--- config.mk ---
export PLATFORM = sky130hd
export DESIGN_NAME = vector_store_unit
export DESIGN_NICKNAME = d
export VERILOG_FILES = /design/src/rtl/vector_store_unit.sv
export SDC_FILE = /design/constraint.sdc
export NUM_CORES = 1
export LEC_CHECK = 0
export ABC_AREA = 0
export CAP_MARGIN = 40
export CORE_MARGIN = 4
export CORE_UTILIZATION = 53
export CTS_CLUSTER_DIAMETER = 60
export CTS_CLUSTER_SIZE = 16
export DETAILED_ROUTE_END_ITERATION = 10
export HOLD_SLACK_MARGIN = 0.05
export PLACE_DENSITY_LB_ADDON = 0.05
export SKIP_CTS_REPAIR_TIMING = 1
export SYNTH_ARGS = -nofsm -noshare
export SYNTH_HDL_FRONTEND = slang
export SYNTH_SLANG_ARGS = --single-unit
--- constraint.sdc ---
create_clock -name clk -period 4.67 [get_ports clk]
set_clock_uncertainty 0.15 [all_clocks]
set_input_delay 1.401 -clock clk [delete_from_list [all_inputs] [get_ports clk]]
set_output_delay 1.401 -clock clk [all_outputs]
set_load 0.01 [all_outputs]
--- src/rtl/vector_store_unit.sv ---
// vector_store_unit: takes one LANES x LANE_W vector from the ALU and writes
// it to the data-memory port one word per handshake. Lanes whose mask bit is
// clear are skipped, each costing one cycle. busy stalls the pipeline while a
// vector drains, and done pulses for one cycle when the store completes.
module vector_store_unit #(
    parameter int LANES  = 8,
    parameter int LANE_W = 32,
    parameter int ADDR_W = 32
) (
    input  logic                    clk,
    input  logic                    rst_n,
    input  logic                    start,
    input  logic [ADDR_W-1:0]       baseAddr,
    input  logic [LANES*LANE_W-1:0] storeData,
    input  logic [LANES-1:0]        laneMask,
    input  logic                    memReady,
    output logic                    memWe,
    output logic [ADDR_W-1:0]       memAddr,
    output logic [LANE_W-1:0]       memWriteData,
    output logic                    busy,
    output logic                    done
);
    localparam int IDX_W = (LANES > 1) ? $clog2(LANES) : 1;
    localparam logic [IDX_W-1:0] LAST_IDX = IDX_W'(LANES - 1);

    localparam logic [1:0] S_IDLE  = 2'd0;
    localparam logic [1:0] S_WRITE = 2'd1;
    localparam logic [1:0] S_DONE  = 2'd2;

    logic [1:0]                    state_q, state_d;
    logic [IDX_W-1:0]              idx_q, idx_d;
    logic [LANES-1:0][LANE_W-1:0]  data_q, data_d;
    logic [LANES-1:0]              mask_q, mask_d;
    logic [ADDR_W-1:0]             base_q, base_d;
    logic                          lane_wr;

    // Next-state: latch the vector in IDLE, then step one lane per accepted
    // write or per skipped lane; the final lane hands over to DONE.
    always_comb begin
        state_d = state_q;
        idx_d   = idx_q;
        data_d  = data_q;
        mask_d  = mask_q;
        base_d  = base_q;
        case (state_q)
            S_IDLE: begin
                if (start) begin
                    data_d  = storeData;
                    mask_d  = laneMask;
                    base_d  = baseAddr;
                    idx_d   = '0;
                    state_d = (laneMask == '0) ? S_DONE : S_WRITE;
                end
            end
            S_WRITE: begin
                // A masked-off lane never waits on memReady.
                if (!mask_q[idx_q] || memReady) begin
                    if (idx_q == LAST_IDX) begin
                        state_d = S_DONE;
                    end else begin
                        idx_d = idx_q + 1'b1;
                    end
                end
            end
            S_DONE:  state_d = S_IDLE;
            default: state_d = S_IDLE;
        endcase
    end

    // State registers; reset abandons any store in flight.
    always_ff @(posedge clk) begin
        if (!rst_n) begin
            state_q <= S_IDLE;
            idx_q   <= '0;
            data_q  <= '0;
            mask_q  <= '0;
            base_q  <= '0;
        end else begin
            state_q <= state_d;
            idx_q   <= idx_d;
            data_q  <= data_d;
            mask_q  <= mask_d;
            base_q  <= base_d;
        end
    end

    // Outputs decode registered state only, so they hold steady while the
    // memory withholds memReady. Address arithmetic wraps modulo 2^ADDR_W.
    always_comb begin
        lane_wr      = (state_q == S_WRITE) && mask_q[idx_q];
        memWe        = lane_wr;
        memAddr      = lane_wr ? (base_q + (ADDR_W'(idx_q) << 2)) : '0;
        memWriteData = lane_wr ? data_q[idx_q] : '0;
        busy         = (state_q != S_IDLE);
        done         = (state_q == S_DONE);
    end
endmodule
After elaboration in Yosys (flattened, before gate mapping). Index checks and enable logic that the tools add are counted.

Output and inout port bits: 67. Register bits: 301.

Add/sub/neg operators: 2. Multiplexer cells: 15. Eq/ne operators: 7. Reduce and logical (&&, ||, !) cells: 10. $lt $le $gt $ge: 1.

Operators with widths (number): $bmux W32 S3 (1); $mux W32 (3); $add A32 B5 Y32 (1); $mux W3 (3); $logic_not A8 Y1 (1); $mux W2 (4); $ne A2 B2 Y1 const B (4); $pmux W3 S2 (1); $lt A3 B4 Y1 const B (1); $pmux W2 S2 (1); $reduce_and A4 Y1 (1); $reduce_bool A2 Y1 (2); $add A3 B1 Y3 const B (1); $bmux W1 S3 (1); $eq A3 B3 Y1 const B (1); $reduce_and A3 Y1 (1); $eq A2 B1 Y1 const B (1); $eq A2 B2 Y1 const B (1); $logic_not A2 Y1 (1); $reduce_and A2 Y1 (1); $logic_and A1 B1 Y1 (1); $logic_not A1 Y1 (1); $logic_or A1 B1 Y1 (1); $mux W1 (1).

Logic depth before layout (Yosys ltp).
Depth in word-level cells: 6. Mapped depth: 8.

Worst setup path after synthesis. Ideal clock, no wire load.

Path kind: flip-flop to output port. Start: register idx_q[1]. End: output memAddr[14]. Cell stages (with the launch flop): 8. Slack: 1140 ps. Data arrival time: 1979 ps. Cell sequence: dfxtp_1 buf_2 inv_1 fa_1 nor2b_1 o2111ai_4 or3_1 a21oi_1.

Longest elaborated chain between the ends: 4.

Ends and longest elaborated chain: start, declared (RTL line 31) `logic [IDX_W-1:0] idx_q, idx_d;`; start signal, assigned (RTL line 80) `idx_q <= idx_d;`; parallel branches: the longest is 3 deep, another holds $add A32 B5 Y32; $mux W32 * (RTL line 92) `memAddr = lane_wr ? (base_q + (ADDR_W'(idx_q) << 2)) : '0;`; end, declared (RTL line 18) `output logic [ADDR_W-1:0] memAddr,`.

Every way passes the cells marked *. The select of a mux whose other input is x is not followed.

Worst setup path in the final report.
Start: register idx_q[0]. End: output memAddr[20].

The elaborated chain is that of the path after synthesis.

==> impl_metrics.env <==
export IMPL_critPathKind="reg2out"
export IMPL_synth_edff_count=0
export IMPL_drc=0
export IMPL_clk_transition_reported_paths_ns=0.07
export IMPL_fin_nets=2201
export IMPL_cts_root_buf="clkbuf_16"
export IMPL_first_pass_iters=5
export IMPL_cp_max_fo=7
export IMPL_worstPathRequired_ns=3.12
export IMPL_pwr_share_seq=0.472
export IMPL_relSlewSlack=0.531
export IMPL_status="finished clean"
export IMPL_num_io_pins=367
export IMPL_synth_seq_cells=301
export IMPL_place_inst=2198
export IMPL_cp_buffers_inverters=2
export IMPL_hpwl_mm=26.6
export IMPL_cp_top_family="buffers and inverters"
export IMPL_ant_nets=0
export IMPL_max_freq_mhz=222
export IMPL_overflow=0
export IMPL_switching_share=0.241
export IMPL_r2r_start="idx_q[2]"
export IMPL_track_usage=0.254
export IMPL_stdcell_count=2247
export IMPL_total_power_mw=5.96
export IMPL_hold_viol=0
export IMPL_die_h_um=171
export IMPL_dieArea_mm2=0.0293
export IMPL_cts_tree="yes"
export IMPL_rr_worst_depth=7
export IMPL_yosys_warnings=0
export IMPL_globalplace_congestion=0.846
export IMPL_postSynthAreaPerCell_um2=8.78
export IMPL_p_per_area_mw_per_mm2=317
export IMPL_grt_antenna_before_repair=7
export IMPL_synth_nets=1912
export IMPL_maxCapViolCount=0
export IMPL_clockBufferDepth=3
export IMPL_place_area_mm2=0.0178
export IMPL_drive_gt1_frac=0.0771
export IMPL_r2r_setup_slack_ns=2.37
export IMPL_finalSetupViolCount=0
export IMPL_vdd_drop_max_mv=0.286
export IMPL_row_count=59
export IMPL_max_stage_delay_ns=0.55
export IMPL_grt_pass1_vias=11800
export IMPL_drt_iter0_markers=944
export IMPL_worstHoldPathType="reg2reg"
export IMPL_async_flop_share=0
export IMPL_hold_ws_ns=0.310
export IMPL_stdcell_area_mm2=0.0188
export IMPL_yosysUniqueCellTypes=45
export IMPL_timing_critical_path_from="idx_q[0]"
export IMPL_area_delta_synth_final_pct=33.4
export IMPL_p_comb_frac=0.137
export IMPL_internal_power_mw=4.52
export IMPL_syn_area_mm2=0.0141
export IMPL_fin_crit_ns=4.50
export IMPL_place_port_buffers=366
export IMPL_worst_pin_slew_ns=0.703
export IMPL_worstPathArrival_ns=2.95
export IMPL_p_leak_nw=6.61
export IMPL_clkPwrFrac=0.391
export IMPL_crit_chain="ha_1, inv_1, fa_1, nor2b_4, o2111ai_4, nor3_1, xnor2_1, nor2_1, clkdlybuf4s50_1"
export IMPL_worstReg2RegEnd="idx_q[2]"
export IMPL_grt_max_degree=129
export IMPL_final_cell_mix="nand2_1, clkdlybuf4s50_1, dfxtp_1, a21boi_0, mux4_2"
export IMPL_yosysSeqAreaShare=0.427
export IMPL_insertion_delay_ns=0.53
export IMPL_slowest_stage="clkdlybuf4s50_1"
export IMPL_vias_per_cell=5.36
export IMPL_crit_end="memAddr[20]"
export IMPL_cts_max_level=1
export IMPL_wl_per_cell_um=17.5
export IMPL_num_vias=12000
export IMPL_numClockSinks=301
export IMPL_mostFrequentLayoutCell="nand2_1"
export IMPL_cp_end_kind="output port"
export IMPL_cp_num_cells=9
export IMPL_post_route_period_util=0.964
export IMPL_cts_buffers=26
export IMPL_final_max_slew_viol_count=0
export IMPL_grt_setup_unrepaired="false"
export IMPL_drt_wl_total_mm=39.2
export IMPL_coreArea_mm2=0.0261
export IMPL_initial_core_util=0.539
export IMPL_die_x_um=171
export IMPL_synthCells=1606
export IMPL_grt_pass1_wl_mm=60.5
export IMPL_cp_start_kind="flip-flop"
export IMPL_switchingPower_mw=1.44
export IMPL_synthFlopType="dfxtp_1"
[state kept, by name (all words and copies together), names as in the netlist]
signal   flops
idx_q        3
mask_q       8
data_q     256
state_q      2
base_q      32
[kinds of logic after synthesis]
| kind of cell | share of synthesized area |
|---|---|
| muxes | 0.131 |
| and+or+nand+nor | 0.208 |
| buffers and inverters | 0.0468 |
| DFF | 0.427 |
| xor gates and xnor gates | 0.0155 |
| adders and majority gates | 0.00586 |
| AOI/OAI and AO/OA | 0.166 |
[per-layer routing]
metal | vias to the layer above | track usage | part of all wire
li1 | 5927 | - | -
met1 | 5644 | 0.341 | 0.43
met2 | 389 | 0.418 | 0.47
met3 | 74 | 0.0455 | 0.071
met4 | 6 | 0.0799 | 0.031
met5 | - | 0 | 0.0014
[final cells by class]
type | instances | area, um^2
clock buffer | 28 | 689
tap | 335 | 419
inverter | 8 | 30.0
sequential | 301 | 6030
multi-input combinational | 1170 | 7440
timing repair buffer | 388 | 3980
antenna | 5 | 12.5
clock inverter | 12 | 211
fill | 2059 | 7320
[worst register-to-register path, stage by stage (launching register included)]
cell and delay, ns:
dfxtp_2 0.33, buf_4 0.55, nor2b_1 0.14, a2bb2oi_2 0.21, nand4_4 0.14, buf_6 0.23
o21ai_2 0.23, mux2i_1 0.24
[per-stage QoR]
step	TNS (ns)	utilization	setup slack, ns
floorplan	0	-	1.14
global placement	0	0.682	0.487
detailed placement	0	0.682	0.458
CTS	-0.850	0.716	-0.125
global route	0	0.720	0.00785
finish	0	0.720	0.170
[cell usage after synthesis, drive strengths merged, types with 2 or more instances]
cell type / instances / share of area
a21boi: 296 / 0.16
a21oi: 3 / 0.0011
and2: 5 / 0.0022
and3: 2 / 0.00089
and4: 2 / 0.0013
buf: 81 / 0.032
clkbuf: 46 / 0.012
dfxtp: 301 / 0.43
ha: 5 / 0.0044
inv: 8 / 0.0021
mux2i: 39 / 0.028
mux4: 64 / 0.10
nand2: 607 / 0.16
nand3: 12 / 0.0043
nand4: 12 / 0.0075
nor2: 63 / 0.017
nor2b: 6 / 0.0027
nor3: 5 / 0.0018
nor3b: 3 / 0.0016
nor4: 2 / 0.0020
o21ai: 5 / 0.0020
or3: 2 / 0.00089
xnor2: 6 / 0.0037
xor2: 19 / 0.012
[power by group through the flow]
stage | Sequential, mW | Clock, mW | Combinational [mW]
6_report | 2.81 | 2.33 | 0.818
3_3_place_gp | 2.86 | 0 | 0.801
4_1_cts | 2.81 | 2.36 | 0.816
2_1_floorplan | 2.84 | 0 | 0.440
5_1_grt | 2.83 | 2.46 | 0.898
3_5_place_dp | 2.87 | 0 | 0.809
[worst min-delay path by stage]
stage                startpoint          end  slack (ns)  cells past startpoint
global route         data_q[18]   data_q[18]        0.33                      2
global placement    data_q[171]  data_q[171]        0.30                      2
CTS                  data_q[44]   data_q[44]        0.31                      2
finish              data_q[202]  data_q[202]        0.31                      2
floorplan             base_q[0]    base_q[0]        0.29                      2
detailed placement   data_q[44]   data_q[44]        0.30                      2
Power figures use the tool's default switching activity.
